**config.mk**
```make
export PLATFORM = sky130hd
export DESIGN_NAME = xadc_sensor_monitor
export DESIGN_NICKNAME = d
export VERILOG_FILES = /design/src/rtl/xadc_sensor_monitor.sv
export SDC_FILE = /design/constraint.sdc
export NUM_CORES = 1
export LEC_CHECK = 0
export BUFFER_PORTS_ARGS = -buffer_cell sky130_fd_sc_hd__buf_2
export CAP_MARGIN = 25
export CORE_MARGIN = 4
export CORE_UTILIZATION = 60
export DETAILED_ROUTE_END_ITERATION = 10
export GPL_TIMING_DRIVEN = 1
export HOLD_SLACK_MARGIN = 0.02
export PLACE_DENSITY = 0.8
export RECOVER_POWER = 25
export SYNTH_ARGS = -nofsm -noshare
export SYNTH_HDL_FRONTEND = slang
export SYNTH_SLANG_ARGS = --single-unit
export TNS_END_PERCENT = 100
```
**constraint.sdc**
```tcl
create_clock -name clk -period 5.7 [get_ports clk]
set_clock_uncertainty 0.1 [all_clocks]
set_input_delay 1.14 -clock clk [delete_from_list [all_inputs] [get_ports clk]]
set_output_delay 1.14 -clock clk [all_outputs]
set_load 0.02 [all_outputs]
```
**src/rtl/xadc_sensor_monitor.sv**
```systemverilog
// XADC readback monitor: boxcar averages for temp/VCCINT/VCCAUX, over-temp hysteresis, 4-phase read port.
// Optional per-channel min/max of averages when MON_MINMAX_EN is defined (addr 5..A).
module xadc_sensor_monitor #(
    parameter int          AVG_LOG2 = 4,
    parameter logic [11:0] TEMP_HI  = 12'hB5F,
    parameter logic [11:0] TEMP_LO  = 12'hB0E
) (
    input  logic        clk,
    input  logic        reset,
    input  logic [15:0] adc_data_in,
    input  logic [4:0]  adc_channel_in,
    input  logic        adc_drdy_in,
    input  logic        adc_eos_in,
    input  logic        adc_alarm_in,
    input  logic        rd_req_in,
    input  logic [3:0]  rd_addr_in,
    output logic [15:0] rd_data_out,
    output logic        rd_ack_out,
    output logic        over_temp_out
);

    localparam int AW = 12 + AVG_LOG2;

    typedef enum logic {RD_IDLE, RD_ACK} rd_state_t;

    logic [11:0]         code;
    logic                unused_nibble;
    logic [AW-1:0]       acc_q [3];
    logic [AW-1:0]       acc_d [3];
    logic [AW-1:0]       sum   [3];
    logic [AVG_LOG2-1:0] cnt_q [3];
    logic [AVG_LOG2-1:0] cnt_d [3];
    logic [11:0]         avg_q [3];
    logic [11:0]         avg_d [3];
    logic [2:0]          valid_q, valid_d, avg_upd;
    logic                over_temp_q, over_temp_d;
    logic                sticky_q, sticky_d;
    logic [15:0]         seq_q, seq_d;
    logic [15:0]         rd_data_q, rd_data_d, rd_mux;
    logic [3:0]          addr_q, addr_d;
    rd_state_t           state_q, state_d;
    logic                rd_load, rd_done, stat_clr;

    assign code          = adc_data_in[15:4];
    assign unused_nibble = ^adc_data_in[3:0];

    // The final sample of a window goes straight into the average, never into acc.
    always_comb begin
        valid_d = valid_q;
        avg_upd = '0;
        for (int ch = 0; ch < 3; ch++) begin
            acc_d[ch] = acc_q[ch];
            cnt_d[ch] = cnt_q[ch];
            avg_d[ch] = avg_q[ch];
            sum[ch]   = acc_q[ch] + AW'(code);
            if (adc_drdy_in && adc_channel_in == 5'(ch)) begin
                cnt_d[ch] = cnt_q[ch] + AVG_LOG2'(1);
                if (cnt_q[ch] == '1) begin
                    avg_d[ch]   = sum[ch][AW-1:AVG_LOG2];
                    acc_d[ch]   = '0;
                    valid_d[ch] = 1'b1;
                    avg_upd[ch] = 1'b1;
                end else begin
                    acc_d[ch] = sum[ch];
                end
            end
        end
    end

    always_comb begin
        over_temp_d = over_temp_q;
        if (avg_upd[0]) begin
            if (avg_d[0] >= TEMP_HI)     over_temp_d = 1'b1;
            else if (avg_d[0] < TEMP_LO) over_temp_d = 1'b0;
        end
        seq_d    = adc_eos_in ? seq_q + 16'd1 : seq_q;
        sticky_d = adc_alarm_in ? 1'b1 : (stat_clr ? 1'b0 : sticky_q);
    end

`ifdef MON_MINMAX_EN
    logic [11:0] min_q [3];
    logic [11:0] min_d [3];
    logic [11:0] max_q [3];
    logic [11:0] max_d [3];

    // A clear coinciding with an average update restarts tracking from that average.
    always_comb begin
        for (int ch = 0; ch < 3; ch++) begin
            min_d[ch] = stat_clr ? 12'hFFF : min_q[ch];
            max_d[ch] = stat_clr ? 12'h000 : max_q[ch];
            if (avg_upd[ch]) begin
                if (avg_d[ch] < min_d[ch]) min_d[ch] = avg_d[ch];
                if (avg_d[ch] > max_d[ch]) max_d[ch] = avg_d[ch];
            end
        end
    end

    always_ff @(posedge clk or negedge reset) begin
        if (!reset) begin
            for (int ch = 0; ch < 3; ch++) begin
                min_q[ch] <= 12'hFFF;
                max_q[ch] <= 12'h000;
            end
        end else begin
            for (int ch = 0; ch < 3; ch++) begin
                min_q[ch] <= min_d[ch];
                max_q[ch] <= max_d[ch];
            end
        end
    end
`endif

    always_comb begin
        rd_mux = 16'h0000;
        case (rd_addr_in)
            4'h0: rd_mux = {4'h0, avg_q[0]};
            4'h1: rd_mux = {4'h0, avg_q[1]};
            4'h2: rd_mux = {4'h0, avg_q[2]};
            4'h3: rd_mux = {10'h0, sticky_q, over_temp_q, valid_q, adc_alarm_in};
            4'h4: rd_mux = seq_q;
`ifdef MON_MINMAX_EN
            4'h5: rd_mux = {4'h0, min_q[0]};
            4'h6: rd_mux = {4'h0, max_q[0]};
            4'h7: rd_mux = {4'h0, min_q[1]};
            4'h8: rd_mux = {4'h0, max_q[1]};
            4'h9: rd_mux = {4'h0, min_q[2]};
            4'hA: rd_mux = {4'h0, max_q[2]};
`endif
            default: rd_mux = 16'h0000;
        endcase
    end

    always_comb begin
        state_d = state_q;
        case (state_q)
            RD_IDLE: if (rd_req_in)  state_d = RD_ACK;
            RD_ACK:  if (!rd_req_in) state_d = RD_IDLE;
            default: state_d = RD_IDLE;
        endcase
    end

    // Read data is loaded from the pre-update registers and frozen for the whole ACK phase.
    always_comb begin
        rd_ack_out = (state_q == RD_ACK);
        rd_load    = (state_q == RD_IDLE) && rd_req_in;
        rd_done    = (state_q == RD_ACK) && !rd_req_in;
        stat_clr   = rd_done && (addr_q == 4'h3);
        rd_data_d  = rd_load ? rd_mux : rd_data_q;
        addr_d     = rd_load ? rd_addr_in : addr_q;
    end

    assign rd_data_out   = rd_data_q;
    assign over_temp_out = over_temp_q;

    always_ff @(posedge clk or negedge reset) begin
        if (!reset) begin
            for (int ch = 0; ch < 3; ch++) begin
                acc_q[ch] <= '0;
                cnt_q[ch] <= '0;
                avg_q[ch] <= '0;
            end
            valid_q     <= '0;
            over_temp_q <= 1'b0;
            sticky_q    <= 1'b0;
            seq_q       <= '0;
            rd_data_q   <= '0;
            addr_q      <= '0;
            state_q     <= RD_IDLE;
        end else begin
            for (int ch = 0; ch < 3; ch++) begin
                acc_q[ch] <= acc_d[ch];
                cnt_q[ch] <= cnt_d[ch];
                avg_q[ch] <= avg_d[ch];
            end
            valid_q     <= valid_d;
            over_temp_q <= over_temp_d;
            sticky_q    <= sticky_d;
            seq_q       <= seq_d;
            rd_data_q   <= rd_data_d;
            addr_q      <= addr_d;
            state_q     <= state_d;
        end
    end

endmodule
```
* Yosys cells after proc, flatten, opt, wreduce, memory -nomap -nowiden
Cells that the tools add are included.
Operators by class: add/sub/neg operators 7, shift-type cells 0, reduce and logical (&&, ||, !) cells 15, eq/ne operators 10, multiplexer cells 13, $mul 0, $lt $le $gt $ge 2, divide/modulo/power cells 0, bitwise operators 1
Operators with widths (count):
- 16-bit case mux with 5 select lines | 1
- 16-bit by 12-bit adder with 16-bit output | 3
- 16-bit two-way mux | 3
- 12-bit two-way mux | 2
- 16-bit by 1-bit adder with 16-bit output, second input constant | 1
- 4-bit by 1-bit adder with 4-bit output, second input constant | 3
- 4-bit by 2-bit == test with 1-bit output, second input constant | 3
- 4-bit == test, second input constant | 3
- 12-bit greater-or-equal comparator, second input constant | 1
- 12-bit < comparator, second input constant | 1
- 2-bit AND reduction | 4
- 1-bit two-way mux | 7
- 1-bit logical AND | 6
- 5-bit by 1-bit == test with 1-bit output, second input constant | 1
- 5-bit by 2-bit == test with 1-bit output, second input constant | 1
- 5-bit logical NOT | 1
- 4-bit by 1-bit == test with 1-bit output, second input constant | 1
- 4-bit by 3-bit == test with 1-bit output, second input constant | 1
- 4-bit logical NOT | 1
- 2-bit nonzero test | 2
- 1-bit logical NOT | 1
- 1-bit NOT | 1
Storage, ports and cells: memories kept 0, logic and storage cells 66, bits of input ports 31, latch bits 0, output and inout port bits 18, memory bits (writable) 0, flip-flop bits (word level) 138, bits in read-only memories 0

* Longest topological paths before layout
depth after elaboration 6, depth in mapped cells 10

* Worst setup path after synthesis
Ideal clock, no wire load.
path type input-to-reg, from input adc_data_in[4], to register avg_q[10] in the netlist's numbering, required time 5.465 ns, path slack 2.235 ns, setup time 0.135 ns, cell stages on the path 10, path buffers 0, arrival time 3.230 ns, cells stage by stage ha_1 > fa_1 > a21o_1 > a21oi_1 > o21bai_1 > a2111oi_0 > o31ai_1 > nand3_1 > xnor2_1 > o21ai_0
Between the ends: cells in the longest elaborated chain, start to end 1
Ends and longest elaborated chain:
- from (decl) | line 10 | input logic [15:0] adc_data_in,
- 16-bit by 12-bit adder with 16-bit output | line 55 | sum[ch] = acc_q[ch] + AW'(code);
- to (signal, indexed assignment) | line 173 | avg_q[ch] <= avg_d[ch];
- to (decl) | line 33 | logic [11:0] avg_q [3];
Every way passes these cells. A chain may end at the register's enable or synchronous reset.

* Worst setup path in the final report
Ends and elaborated chain as after synthesis.

==> results.yml <==
synth:
  synth_top_family_by_area: "compound AO/OA/AOI/OAI gates"
  synthCells: 728
  synth_edf_count: 0
  yosys-top-cells-count: "dfrtp_1 (138), nand2_1 (118), o21ai_0 (57), xnor2_1 (52), ha_1 (40)"
  synth-async-reset-ratio_pct: 100.0
  syn_area_mm2: 0.007417
  synth_fa_ha_area_share_pct: 7.557
  synth.top_cell.area_share_pct: 46.56
  synthTopCellsByArea: "dfrtp_1 (47%), ha_1 (6.7%), xnor2_1 (6.1%)"
  synth_nets: 802
  yosysTopAreaCell: "dfrtp_1"
  yosys_warnings: 0
  synth_compound_area_share_pct: 17.80
  ys_types: 60
  ys_seq_area_share_pct: 46.56
  yosys_most_used_dff: "dfrtp_1"
  syn-mean-instance-area_um2: 10.19
  yosys_register_bits: 138
  muxShareOfSynthArea_pct: 3.981
  yosys.area_share.simple_pct: 14.57
  yosysMostFrequentCell: "dfrtp_1"
  synth_xor_xnor_area_share_pct: 7.439
placement:
  port_buffers: 44
  place_inst: 920
  hpwl_um: 12450
  dpl-instance-area_mm2: 0.007794
  gp_congestion: 0.9030
sta:
  setup_viol: 0
  rsz0062_at_grt: "false"
  worstMarginPinSlew_ps: 2333
  tns_ps: 0
  period_share_pct: 63.02
  drv_slew: 97
  relSlewSlack_pct: -55.56
  hold_violations: 0
  fin_crit_ps: 3592
  fmax_mhz: 278.4
pwr:
  p_int_mw: 2.136
  swShare_pct: 34.63
  power_mw: 3.268
  seqPwrFrac_pct: 37.9
  powerDensity_mw_per_mm2: 391.9
  p_clk_share_pct: 31.7
  peakVddDrop_uv: 324.3
  p_comb_share_pct: 30.3
  p_leak_nw: 3.953
  power.switching_mw: 1.132
detailed_routing:
  routedWlPerCell_um: 17.87
  firstDrtPassIters: 7
  routed.top_layer: "met4"
  wl_met1_um: 7474
  vias_per_cell: 5.970
  totalWireLength_um: 17010
  route.met3.wl_um: 759
  drtAntennaViolNets: 0
  drc: 0
  vias: 5683
  drtIter0Drc: 482
  route.met2.wl_um: 8355
setup_path:
  critPathKind: "primary input to flop"
  r2r-start: "acc_q[0]$_DFFE_PN0P_"
  critPathLaunchType: "primary input"
  crit_fanout: 4
  worstSetupStartpoint: "adc_data_in[4]"
  required_ps: 5880
  end_kind: "flop"
  worstPathArrival_ps: 3780
floorplanning:
  pin_count: 49
  placementRows: 40
  core_area_mm2: 0.01206
  dieArea_mm2: 0.01421
  initial_utilization_pct: 61.49
  die_x_um: 119.2
  die_h_um: 119.2
global_routing:
  grt_overflow: 0
  grt_pass1_wl_um: 27900
  groute.usage.overall_pct: 24.88
  first_global_vias: 5644
  antenna_found_initial: 0
  grt_max_degree: 97
cts:
  post-cts-setup-buffer-count: 0
  cts_max_level: 4
  clock_path_buffers: 2
  clock-root-buffer: "clkbuf_16"
  cts_made_buffers: 17
  cts.sinks: 138
  clk_latency_ps: 430
  path_clk_slew_ps: 60
  cts_tree: "done"
  hold_buffers: 0
  ctsResizeCount: 0
job:
  cap_violations: 1
finish:
  antenna_cells: 0
  final_area_mm2: 0.008338
  areaGrowthSynthToFinish_pct: 12.42
  nets: 845
  drive_above_1_share_pct: 14.67
  instances_no_fill: 952
hold_path:
  holdCritStartpoint: "valid_q[1]$_DFFE_PN0P_"
  holdCritPathClass: "flop to flop"
status:
  violations: "capacitance limit, slew limit"
  status: "finished with violations"
## sequential cells by signal, indices dropped and copies added, names as in the netlist
| signal | count |
|---|---|
| rd_ack_out | 1 |
| valid_q | 3 |
| avg_q | 36 |
| rd_data_out | 16 |
| acc_q | 48 |
| seq_q | 16 |
| over_temp_out | 1 |
| addr_q | 4 |
| sticky_q | 1 |
| cnt_q | 12 |
## through the flow
stage | worst slack, ps | hold slack, ps | utilization [%]
2_1_floorplan | 2235 | 334.4 | -
5_1_grt | 1854 | 392.6 | 69.13
4_1_cts | 2136 | 374.3 | 69.20
3_5_place_dp | 1720 | 359.9 | 64.62
6_report | 2108 | 377.8 | 69.13
3_3_place_gp | 1755 | 350.8 | 64.62
## layout by cell type (no fill, tap or decap), types with 9 or more instances in the layout
| master | netlist | final |
|---|---|---|
| clkbuf_16 | 0 | 17 |
| dfrtp_1 | 138 | 138 |
| xor2_1 | 11 | 11 |
| nand3_1 | 19 | 19 |
| ha_1 | 40 | 40 |
| nand4_1 | 13 | 13 |
| buf_2 | 4 | 41 |
| nand2_1 | 118 | 118 |
| o31ai_1 | 9 | 9 |
| o21ai_0 | 57 | 57 |
| a22o_1 | 25 | 25 |
| a21oi_1 | 27 | 27 |
| xnor2_1 | 52 | 52 |
| mux2_2 | 20 | 20 |
| and3_1 | 11 | 11 |
| a21o_1 | 16 | 16 |
| nor2_1 | 25 | 25 |
| inv_1 | 14 | 14 |
| nor3_1 | 11 | 11 |
## layout make-up
type / instances / area (um2)
multi-input cells: 552 / 3821
flip-flops and latches: 138 / 3453
well taps: 168 / 210.2
clock buffers: 18 / 429.2
inverters: 14 / 52.55
repair buffers: 48 / 247.7
clock inverters: 14 / 123.9
fillers: 932 / 3724
## cell families after synthesis
group           count (synthesis)
compound gates                191
xor+xnor                       63
fa+ha+maj                      43
buf+inv                        38
flops                         138
mux                            27
simple gates                  228
## power by group through the flow
| stage | clock network (mW) | registers (mW) | logic (mW) |
|---|---|---|---|
| 6_report | 1.04 | 1.24 | 0.991 |
| 3_5_place_dp | 0 | 1.25 | 0.970 |
| 5_1_grt | 1.09 | 1.25 | 1.10 |
| 2_1_floorplan | 0 | 1.21 | 0.750 |
| 4_1_cts | 1.05 | 1.24 | 0.984 |
| 3_3_place_gp | 0 | 1.24 | 0.914 |
## critical path: stages
cell       delay (ps)
buf_2             130
ha_1              230
fa_1              410
a21o_1            180
a21oi_1           230
o21bai_1          120
a2111oi_0         580
o31ai_1           270
nand3_1           200
xnor2_1           180
o21ai_0           120
## final timing paths
check,end,slack (ps),cells after the start
setup reg to reg,avg_q[10]$_DFFE_PN0P_,2580,10
setup / recovery,avg_q[10]$_DFFE_PN0P_,2110,11
min in group asynchronous,addr_q[1]$_DFFE_PN0P_,1280,1
hold reg to reg,valid_q[1]$_DFFE_PN0P_,380,1
hold / removal,valid_q[1]$_DFFE_PN0P_,380,1
max in group asynchronous,acc_q[35]$_DFFE_PN0P_,2560,2
## metal layers
| metal | global-route usage, % | up-vias |
|---|---|---|
| li1 | - | 2725 |
| met1 | 32.39 | 2766 |
| met2 | 40.83 | 159 |
| met3 | 5.271 | 33 |
| met4 | 9.776 | 0 |
| met5 | 0 | - |
(Power assumes the default switching activity.)
